`config.mk`:
```
export PLATFORM = sky130hd
export DESIGN_NAME = ball_steer_ctrl
export DESIGN_NICKNAME = d
export VERILOG_FILES = /design/src/rtl/ball_steer_ctrl_pkg.sv /design/src/rtl/ball_steer_ctrl_pd_axis.sv /design/src/rtl/ball_steer_ctrl.sv
export SDC_FILE = /design/constraint.sdc
export NUM_CORES = 1
export LEC_CHECK = 0
export ABC_AREA = 1
export CORE_MARGIN = 3
export CORE_UTILIZATION = 24
export DETAILED_ROUTE_END_ITERATION = 7
export GPL_ROUTABILITY_DRIVEN = 0
export PLACE_DENSITY = 0.47
export SLEW_MARGIN = 30
export SYNTH_ARGS = -nofsm -noshare
export SYNTH_HDL_FRONTEND = slang
export SYNTH_HIERARCHICAL = 1
export SYNTH_SLANG_ARGS = --single-unit
```
`constraint.sdc`:
```
create_clock -name clk -period 8.23 [get_ports clk]
set_clock_uncertainty 0.2 [all_clocks]
set_input_delay 1.646 -clock clk [delete_from_list [all_inputs] [get_ports clk]]
set_output_delay 1.646 -clock clk [all_outputs]
set_load 0.005 [all_outputs]
```
`src/rtl/ball_steer_ctrl_pkg.sv`:
```
// ball_steer_ctrl_pkg: shared fixed-point types, default Q scaling and steering FSM state encoding.
package ball_steer_ctrl_pkg;
  localparam int FRAC_DEF = 12;
  typedef logic signed [23:0] q24_t;
  typedef logic signed [15:0] mm16_t;
  typedef enum logic [2:0] {
    S_IDLE  = 3'd0,
    S_RUN   = 3'd1,
    S_HOLD  = 3'd2,
    S_DONE  = 3'd3,
    S_FAULT = 3'd4
  } steer_state_e;
endpackage

```
`src/rtl/ball_steer_ctrl_pd_axis.sv`:
```
// ball_steer_ctrl_pd_axis: one-axis PD law driving position to 0, with a 40b accumulate and a symmetric
// saturating registered force output.
module ball_steer_ctrl_pd_axis import ball_steer_ctrl_pkg::*; #(
  parameter int FRAC    = FRAC_DEF,
  parameter int KP      = 64,
  parameter int KD      = 256,
  parameter int F_MAX_Q = 65536
) (
  input  logic  clk,
  input  logic  rst_n,
  input  logic  en_i,
  input  logic  first_i,
  input  logic  clr_i,
  input  mm16_t pos_i,
  output q24_t  force_o
);
  localparam logic signed [39:0] KP_S  = 40'(KP);
  localparam logic signed [39:0] KD_S  = 40'(KD);
  localparam logic signed [39:0] FMAX_S = 40'(F_MAX_Q);
  logic signed [16:0] err, err_prev_q;
  logic signed [17:0] derr;
  logic signed [39:0] acc, f;
  q24_t force_q, force_d;
  assign err = -17'(pos_i);
  // first tick after start has no valid history, so suppress the derivative kick
  assign derr = first_i ? '0 : 18'(err) - 18'(err_prev_q);
  assign acc = KP_S * 40'(err) + KD_S * 40'(derr);
  assign f = acc <<< (FRAC - 8);
  assign force_d = q24_t'(f > FMAX_S ? FMAX_S : (f < -FMAX_S ? -FMAX_S : f));
  assign force_o = force_q;
  always_ff @(posedge clk or negedge rst_n)
    if (!rst_n) begin
      force_q    <= '0;
      err_prev_q <= '0;
    end else if (clr_i) begin
      force_q <= '0;
    end else if (en_i) begin
      force_q    <= force_d;
      err_prev_q <= err;
    end
endmodule

```
`src/rtl/ball_steer_ctrl.sv`:
```
// ball_steer_ctrl: episode FSM (idle/run/hold/done/fault) around two PD axes steering the ball to the
// origin, with hold-to-done and tick-budget timeout.
module ball_steer_ctrl import ball_steer_ctrl_pkg::*; #(
  parameter int FRAC          = FRAC_DEF,
  parameter int KP            = 64,
  parameter int KD            = 256,
  parameter int F_MAX_Q       = 65536,
  parameter int HOLD_TICKS    = 16,
  parameter int TIMEOUT_TICKS = 4096
) (
  input  logic        clk,
  input  logic        rst_n,
  input  logic        clk_en,
  input  logic        start_i,
  input  logic        abort_i,
  input  logic [15:0] pos_mm_x_i,
  input  logic [15:0] pos_mm_y_i,
  input  logic        goal_reached_i,
  output logic [23:0] force_x_q_o,
  output logic [23:0] force_y_q_o,
  output logic        busy_o,
  output logic        done_o,
  output logic        timeout_o,
  output logic [15:0] tick_cnt_o,
  output logic [2:0]  state_o
);
  localparam logic [15:0] HOLD_W = 16'(HOLD_TICKS);
  localparam logic [15:0] TO_W   = 16'(TIMEOUT_TICKS);
  steer_state_e state_q, state_d;
  logic [15:0] tick_q, tick_d, hold_q, hold_d, tick_inc, hold_inc;
  logic first_q, first_d, done_q, done_d, to_q, to_d, active, pd_en, pd_clr;
  q24_t fx, fy;
  assign active   = state_q inside {S_RUN, S_HOLD};
  assign tick_inc = &tick_q ? tick_q : tick_q + 16'd1;
  assign hold_inc = hold_q + 16'd1;
  always_comb begin
    state_d = state_q;
    tick_d  = tick_q;
    hold_d  = hold_q;
    first_d = first_q;
    done_d  = 1'b0;
    to_d    = 1'b0;
    if (abort_i) state_d = S_IDLE;
    else case (state_q)
      S_IDLE: if (clk_en && start_i) begin
        state_d = S_RUN;
        tick_d  = '0;
        hold_d  = '0;
        first_d = 1'b1;
      end
      S_RUN, S_HOLD: if (clk_en) begin
        tick_d  = tick_inc;
        first_d = 1'b0;
        hold_d  = goal_reached_i ? hold_inc : '0;
        state_d = goal_reached_i ? S_HOLD : S_RUN;
        // done outranks timeout when both land on the same tick
        if (goal_reached_i && hold_inc >= HOLD_W) begin
          state_d = S_DONE;
          done_d  = 1'b1;
        end else if (tick_inc >= TO_W) begin
          state_d = S_FAULT;
          to_d    = 1'b1;
        end
      end
      default: state_d = S_IDLE;
    endcase
  end
  assign pd_en  = clk_en & active & ~abort_i;
  assign pd_clr = !(state_d inside {S_RUN, S_HOLD});
  always_ff @(posedge clk or negedge rst_n)
    if (!rst_n) begin
      state_q <= S_IDLE;
      tick_q  <= '0;
      hold_q  <= '0;
      first_q <= 1'b0;
      done_q  <= 1'b0;
      to_q    <= 1'b0;
    end else begin
      state_q <= state_d;
      tick_q  <= tick_d;
      hold_q  <= hold_d;
      first_q <= first_d;
      done_q  <= done_d;
      to_q    <= to_d;
    end
  ball_steer_ctrl_pd_axis #(.FRAC(FRAC), .KP(KP), .KD(KD), .F_MAX_Q(F_MAX_Q)) u_pd_x (
    .clk(clk), .rst_n(rst_n), .en_i(pd_en), .first_i(first_q), .clr_i(pd_clr),
    .pos_i(mm16_t'(pos_mm_x_i)), .force_o(fx)
  );
  ball_steer_ctrl_pd_axis #(.FRAC(FRAC), .KP(KP), .KD(KD), .F_MAX_Q(F_MAX_Q)) u_pd_y (
    .clk(clk), .rst_n(rst_n), .en_i(pd_en), .first_i(first_q), .clr_i(pd_clr),
    .pos_i(mm16_t'(pos_mm_y_i)), .force_o(fy)
  );
  assign force_x_q_o = fx;
  assign force_y_q_o = fy;
  assign busy_o      = active;
  assign done_o      = done_q;
  assign timeout_o   = to_q;
  assign tick_cnt_o  = tick_q;
  assign state_o     = state_q;
endmodule

```
; ---- Word level (Yosys, flattened, before mapping)
; Index checks and enable logic that the tools add are counted.
[totals]
word_cells = 80
in_bits = 38
reg_bits = 120
output_inout_bits = 70
[classes]
n_mux = 36
order_cmp = 6
reduce_logical = 10
bitwise_logic = 3
addsub = 8
n_eq_ne = 7
[ops]
columns = operator, count
row1 = $mux W24, 8
row2 = $mux W16, 5
row3 = $pmux W16 S2, 2
row4 = $gt A31 B18 Y1 const B, 2
row5 = $lt A31 B17 Y1 const B, 2
row6 = $add A23 B26 Y27, 2
row7 = $mux W18, 2
row8 = $sub A17 B17 Y18, 2
row9 = $neg A16 Y17, 2
row10 = $add A16 B1 Y16 const B, 2
row11 = $ge A16 B13 Y1 const B, 1
row12 = $ge A16 B5 Y1 const B, 1
row13 = $reduce_and A16 Y1, 1
row14 = $mux W3, 5
row15 = $mux W1, 11
row16 = $eq A3 B1 Y1 const B, 2
row17 = $eq A3 B2 Y1 const B, 2
row18 = $ne A2 B2 Y1 const B, 3
row19 = $pmux W3 S2, 1
row20 = $reduce_bool A2 Y1, 3
row21 = $reduce_and A4 Y1, 1
row22 = $logic_not A3 Y1, 1
row23 = $and A1 B1 Y1, 2
row24 = $logic_and A1 B1 Y1, 2
row25 = 5 further kinds, 5

; ---- Logic depth before layout (Yosys ltp)
[logic_depth]
depth_word = 11
mapped_depth = 33
mapped_depth_nobuf = 33

; ---- Cells and area by module
; The synthesis kept the hierarchy.
[by_module_without_submodules]
columns = module, cells_each, instances, seq_area_each_um2, area_each_um2
row1 = ball_steer_ctrl_pd_axis (u_pd_x), 642, 1, 775.7, 3991.3
row2 = ball_steer_ctrl_pd_axis (u_pd_y), 635, 1, 775.7, 3958.8
row3 = ball_steer_ctrl, 335, 1, 950.9, 2349.8

; ---- Worst setup path after synthesis
; No wires, ideal clock.
[synth_timing]
kind = input-to-reg
from = in pos_mm_x_i[0]
to = reg u_pd_x.force_q[16] (netlist: u_pd_x/force_o[16])
n_path_buf = 0
setup_ns = 0.117
stages = 30
required_ns = 7.913
arrival_time_ns = 5.582
slack_ns = 2.331
cell_sequence = inv_2 -> ha_1 -> nand3_1 -> nor3_1 -> nand2_1 -> nor2_1 -> and3_1 -> xor2_1 -> inv_1 -> ha_1 -> nand2_1 -> nor2_1 -> nand2_1 -> o21ai_0 -> nand2_1 -> a21oi_1 -> nor3_1 -> o21a_1 -> ha_1 -> nand3_1 -> nor3_2 -> nand4_1 -> nand3_1 -> nand2_1 -> nand2_2 -> inv_1 -> nor3_1 -> nand3_1 -> nand2_1 -> nand2_1
[synth_via]
elab_chain_cells = 9
word_cells_on_any_way = 10
classes_between = add/sub: 3 / order compare: 2 / mux: 5
[synth_lines]
columns = element, line
row1 = start: declaration, ball_steer_ctrl.sv:16  ; input logic [15:0] pos_mm_x_i,
row2 = $neg A16 Y17 (*), ball_steer_ctrl_pd_axis.sv:24  ; assign err = -17'(pos_i);
row3 = via u_pd_x.err[12], ball_steer_ctrl_pd_axis.sv:20  ; logic signed [16:0] err, err_prev_q;
row4 = $sub A17 B17 Y18, ball_steer_ctrl_pd_axis.sv:26  ; assign derr = first_i ? '0 : 18'(err) - 18'(err_prev_q);
row5 = $mux W18, ball_steer_ctrl_pd_axis.sv:26
row6 = $add A23 B26 Y27 (*), ball_steer_ctrl_pd_axis.sv:27  ; assign acc = KP_S * 40'(err) + KD_S * 40'(derr);
row7 = $lt A31 B17 Y1, ball_steer_ctrl_pd_axis.sv:29  ; assign force_d = q24_t'(f > FMAX_S ? FMAX_S : (f < -FMAX_S ? -FMAX_S : f));
row8 = $mux W24, ball_steer_ctrl_pd_axis.sv:29
row9 = $mux W24 (*), ball_steer_ctrl_pd_axis.sv:29
row10 = $mux W24 (*), ball_steer_ctrl_pd_axis.sv:37  ; end else if (en_i) begin
row11 = $mux W24 (*), ball_steer_ctrl_pd_axis.sv:35  ; end else if (clr_i) begin
row12 = end signal: assignment, ball_steer_ctrl_pd_axis.sv:38  ; force_q <= force_d;
row13 = end: declaration, ball_steer_ctrl_pd_axis.sv:23  ; q24_t force_q, force_d;
; The timed path passes the listed nets; every way through them passes the cells marked *. The select of a mux whose other input is x is not followed.
; A chain may end at the register's enable or synchronous reset.

; ---- Worst setup path in the final report
[layout_timing]
from = in pos_mm_x_i[0]
to = reg u_pd_x.force_q[23] (netlist: u_pd_x/force_o[23])
; The elaborated chain is that of the path after synthesis.

==> results.toml <==
[cts]
post_cts.repair.setup_buffers = 0
cts-resized-gates = 0
cts_max_level = 3
clk_pin_slew_worst_paths_ns = 0.07
cts_made_buffers = 9
clk_path_buf_depth = 2
worst_skew_pair.late_latency_ns = 0.38
tritoncts = "built"
cts.sinks = 100
clock_tree.root_cell = "clkbuf_16"
cts_hold_buffers = 0

[synth]
synth_edf_count = 0
synth_xor_area_share_pct = 4.32
synth_adder_area_share_pct = 9.77
netlist-cell-type-count = 48
synthesis.area_um2 = 10300
synth_mux_area_share_pct = 0
post_synthesis_async_set_or_reset_flop_share_pct = 100
basic_gate_share_of_the_synthesized_area_counting_and_or_nand_and_nor_cells_pct = 38.7
seq_area_frac_synth_pct = 24.3
synthesis.area_per_instance_um2 = 6.39
synth-main-ff-cell = "dfrtp_1"
synth_compound_gate_area_share_pct = 11.8
yosysWarningCount = 6
postSynthCellCount = 1612
yosys_register_bits = 100
main_combinational_cell_family_by_area_after_synthesis = "simple AND/OR/NAND/NOR gates"

[setup_path]
cp_data_arrival_time_ns = 6.90
cp_slowest_stage_delay_ns = 0.41
endpoint_kind = "flop"
critPathMostFrequentCell = "nand2_1"
required_time_of_the_worst_setup_path_ns = 8.33
critical_path.max_fanout = 7
reg2reg_slack_ns = 3.77
critical_path.n_buffers_inverters = 4
critical_path_class = "in -> reg"
worst_path_max_delay_cell = "clkdlybuf4s50_1"
crit_path_start_kind = "input pin"
cpLargestDelayFamily = "simple AND/OR/NAND/NOR gates"

[place]
placed_cells_incl_taps = 2225
port_buffers = 87
postPlaceCellArea_um2 = 11700
place_worst_setup_slack_ns = 1.04
hpwl_mm = 24.3

[final_layout]
finish.cell_count_without_fillers = 2242
final_design_area_no_fill_um2 = 12100
num-nets-final = 1814
insertedDiodeCount = 0
mostFrequentLayoutCells = "nand2_1, inv_1, nor2_1, nand3_1, dfrtp_1"
drive_above_1_share_pct = 8.16
final_core_util_pct = 28.6
mostFrequentLayoutCell = "nand2_1"
syn2layout_area_growth_pct = 17.0

[route]
drt-initial-drc-count = 563
drt-total-wl_mm = 29.7
detailedRoute.firstPassIterationCount = 5
via_count = 10200
drc = 0
ant_nets = 0
drt-vias-per-instance = 4.53
drt-wirelength-per-cell_um = 13.2

[run]
max-cap-violations = 0

[floorplanning]
floorplan.io_pins = 108
design.die.area_um2 = 45400
core_region_area_um2 = 42100
die_x_um = 213
initial_core_util_pct = 24.4
floorplan.die.height_um = 213
placement_rows = 75

[sta]
setup_slack_ns = 1.43
timing.slew.headroom_pct = 39.8
tightestPinTransition_ns = 0.900
max_freq_mhz = 147
finalHoldViolCount = 0
report.final.setup_viol = 0
post-route-min-period_ns = 6.80
fin_worst_hold_slack_ns = 0.286
tns_ns = 0
min_period_over_period_pct = 82.6
max_slew_vio_count = 0
setup_repair_after_global_routing_missed_its_margin = "no"

[grt]
grt_max_degree = 64
global_route.usage.met2_pct = 22.1
antenna_found_initial = 0
first_global_vias = 9656
gr-usage-all-layers_pct = 13.1
grtUsageMet1_pct = 17.1
grt_overflow = 0
grt_pass1_wl_mm = 48.4
gr_util_met3_pct = 1.53
grt_busiest_layer = "met2"

[pwr]
fin_total_pwr_mw = 2.14
p_leak_nw = 6.17
vdd_ir_drop_max_uv = 91.7
power.density_cell_area_nw_per_um2 = 177

[min_path]
min-delay-path-class = "reg -> reg"

[run_status]
run_status = "finished clean"
==> worst min-delay path: stages (launching register included) <==
cell and delay [ns]:
dfrtp_1 0.35, nand2_1 0.06, nand2_1 0.05
==> power breakdown <==
group,internal (mW),switching (mW)
sequential,0.533,0.0271
clock,0.223,0.237
combinational,0.394,0.724
==> registers in the layout, indices dropped and copies added (netlist names) <==
register           count
u_pd_y/err_prev_q     17
done_o                 1
u_pd_x/err_prev_q     17
hold_q                16
state_o                3
first_q                1
tick_cnt_o            16
u_pd_y/force_o        14
u_pd_x/force_o        14
timeout_o              1
==> final timing paths <==
path                                                     end                              from  depth (start not counted)
setup / recovery              u_pd_x/force_o[23]$_DFFE_PN0P_                     pos_mm_x_i[0]                         29
setup reg to reg              u_pd_y/force_o[14]$_DFFE_PN0P_  u_pd_y/err_prev_q[0]$_DFFE_PN0P_                         26
max in group asynchronous  u_pd_x/err_prev_q[11]$_DFFE_PN0P_                             rst_n                          3
hold reg to reg               u_pd_x/force_o[21]$_DFFE_PN0P_    u_pd_x/force_o[21]$_DFFE_PN0P_                          2
hold / removal                u_pd_x/force_o[21]$_DFFE_PN0P_    u_pd_x/force_o[21]$_DFFE_PN0P_                          2
min in group asynchronous   u_pd_y/err_prev_q[4]$_DFFE_PN0P_                             rst_n                          1
==> kinds of logic after synthesis <==
group / count (synthesis)
flops: 100
fa+ha+maj: 78
buf+inv: 281
other cells: 2
simple gates: 885
xor+xnor: 50
compound gates: 216
==> cell type report <==
type	count	area, µm²
clock buffer	10	239
clock inverter	6	65.1
fill	4632	30100
inverter	246	925
multi-input combinational	1249	6730
sequential	100	2500
tap	539	674
timing repair buffer	92	918
==> synth_stat cells (2+ instances only) <==
cell type / instances / area (µm²)
o31ai_1: 3 / 22.5
nand3b_1: 5 / 37.5
dfrtp_1: 100 / 2500
buf_2: 4 / 20.0
nand3_1: 101 / 505
nand2_2: 38 / 238
o21ai_0: 90 / 450
ha_1: 74 / 926
and2_1: 9 / 56.3
nand3_2: 17 / 170
nor3_2: 5 / 50.1
nor4_1: 3 / 18.8
or2_0: 2 / 12.5
a21o_1: 2 / 15.0
a31oi_1: 3 / 18.8
o21a_1: 4 / 30.0
nand2_1: 488 / 1830
nand4_1: 29 / 181
inv_2: 16 / 60.1
and3_1: 6 / 37.5
a21oi_1: 82 / 410
nand4_2: 2 / 25.0
inv_1: 228 / 856
o22ai_1: 14 / 87.6
xor2_1: 35 / 307
a21oi_2: 2 / 17.5
nor3b_4: 2 / 37.5
xnor2_1: 14 / 123
nor2_1: 132 / 495
nor2_4: 2 / 22.5
buf_4: 20 / 150
nor2_2: 22 / 138
conb_1: 2 / 7.51
fa_1: 4 / 80.1
o21ai_1: 4 / 20.0
nor3_1: 18 / 90.1
clkbuf_1: 11 / 41.3
a21oi_4: 6 / 97.6
o21bai_1: 4 / 30.0
==> routing by layer <==
layer / vias to the layer above / part of all wire [%]
li1: 5303 / -
met1: 4656 / 48
met2: 156 / 46
met3: 35 / 3.1
met4: 0 / 3.1
met5: - / 0
(Power assumes the default switching activity.)
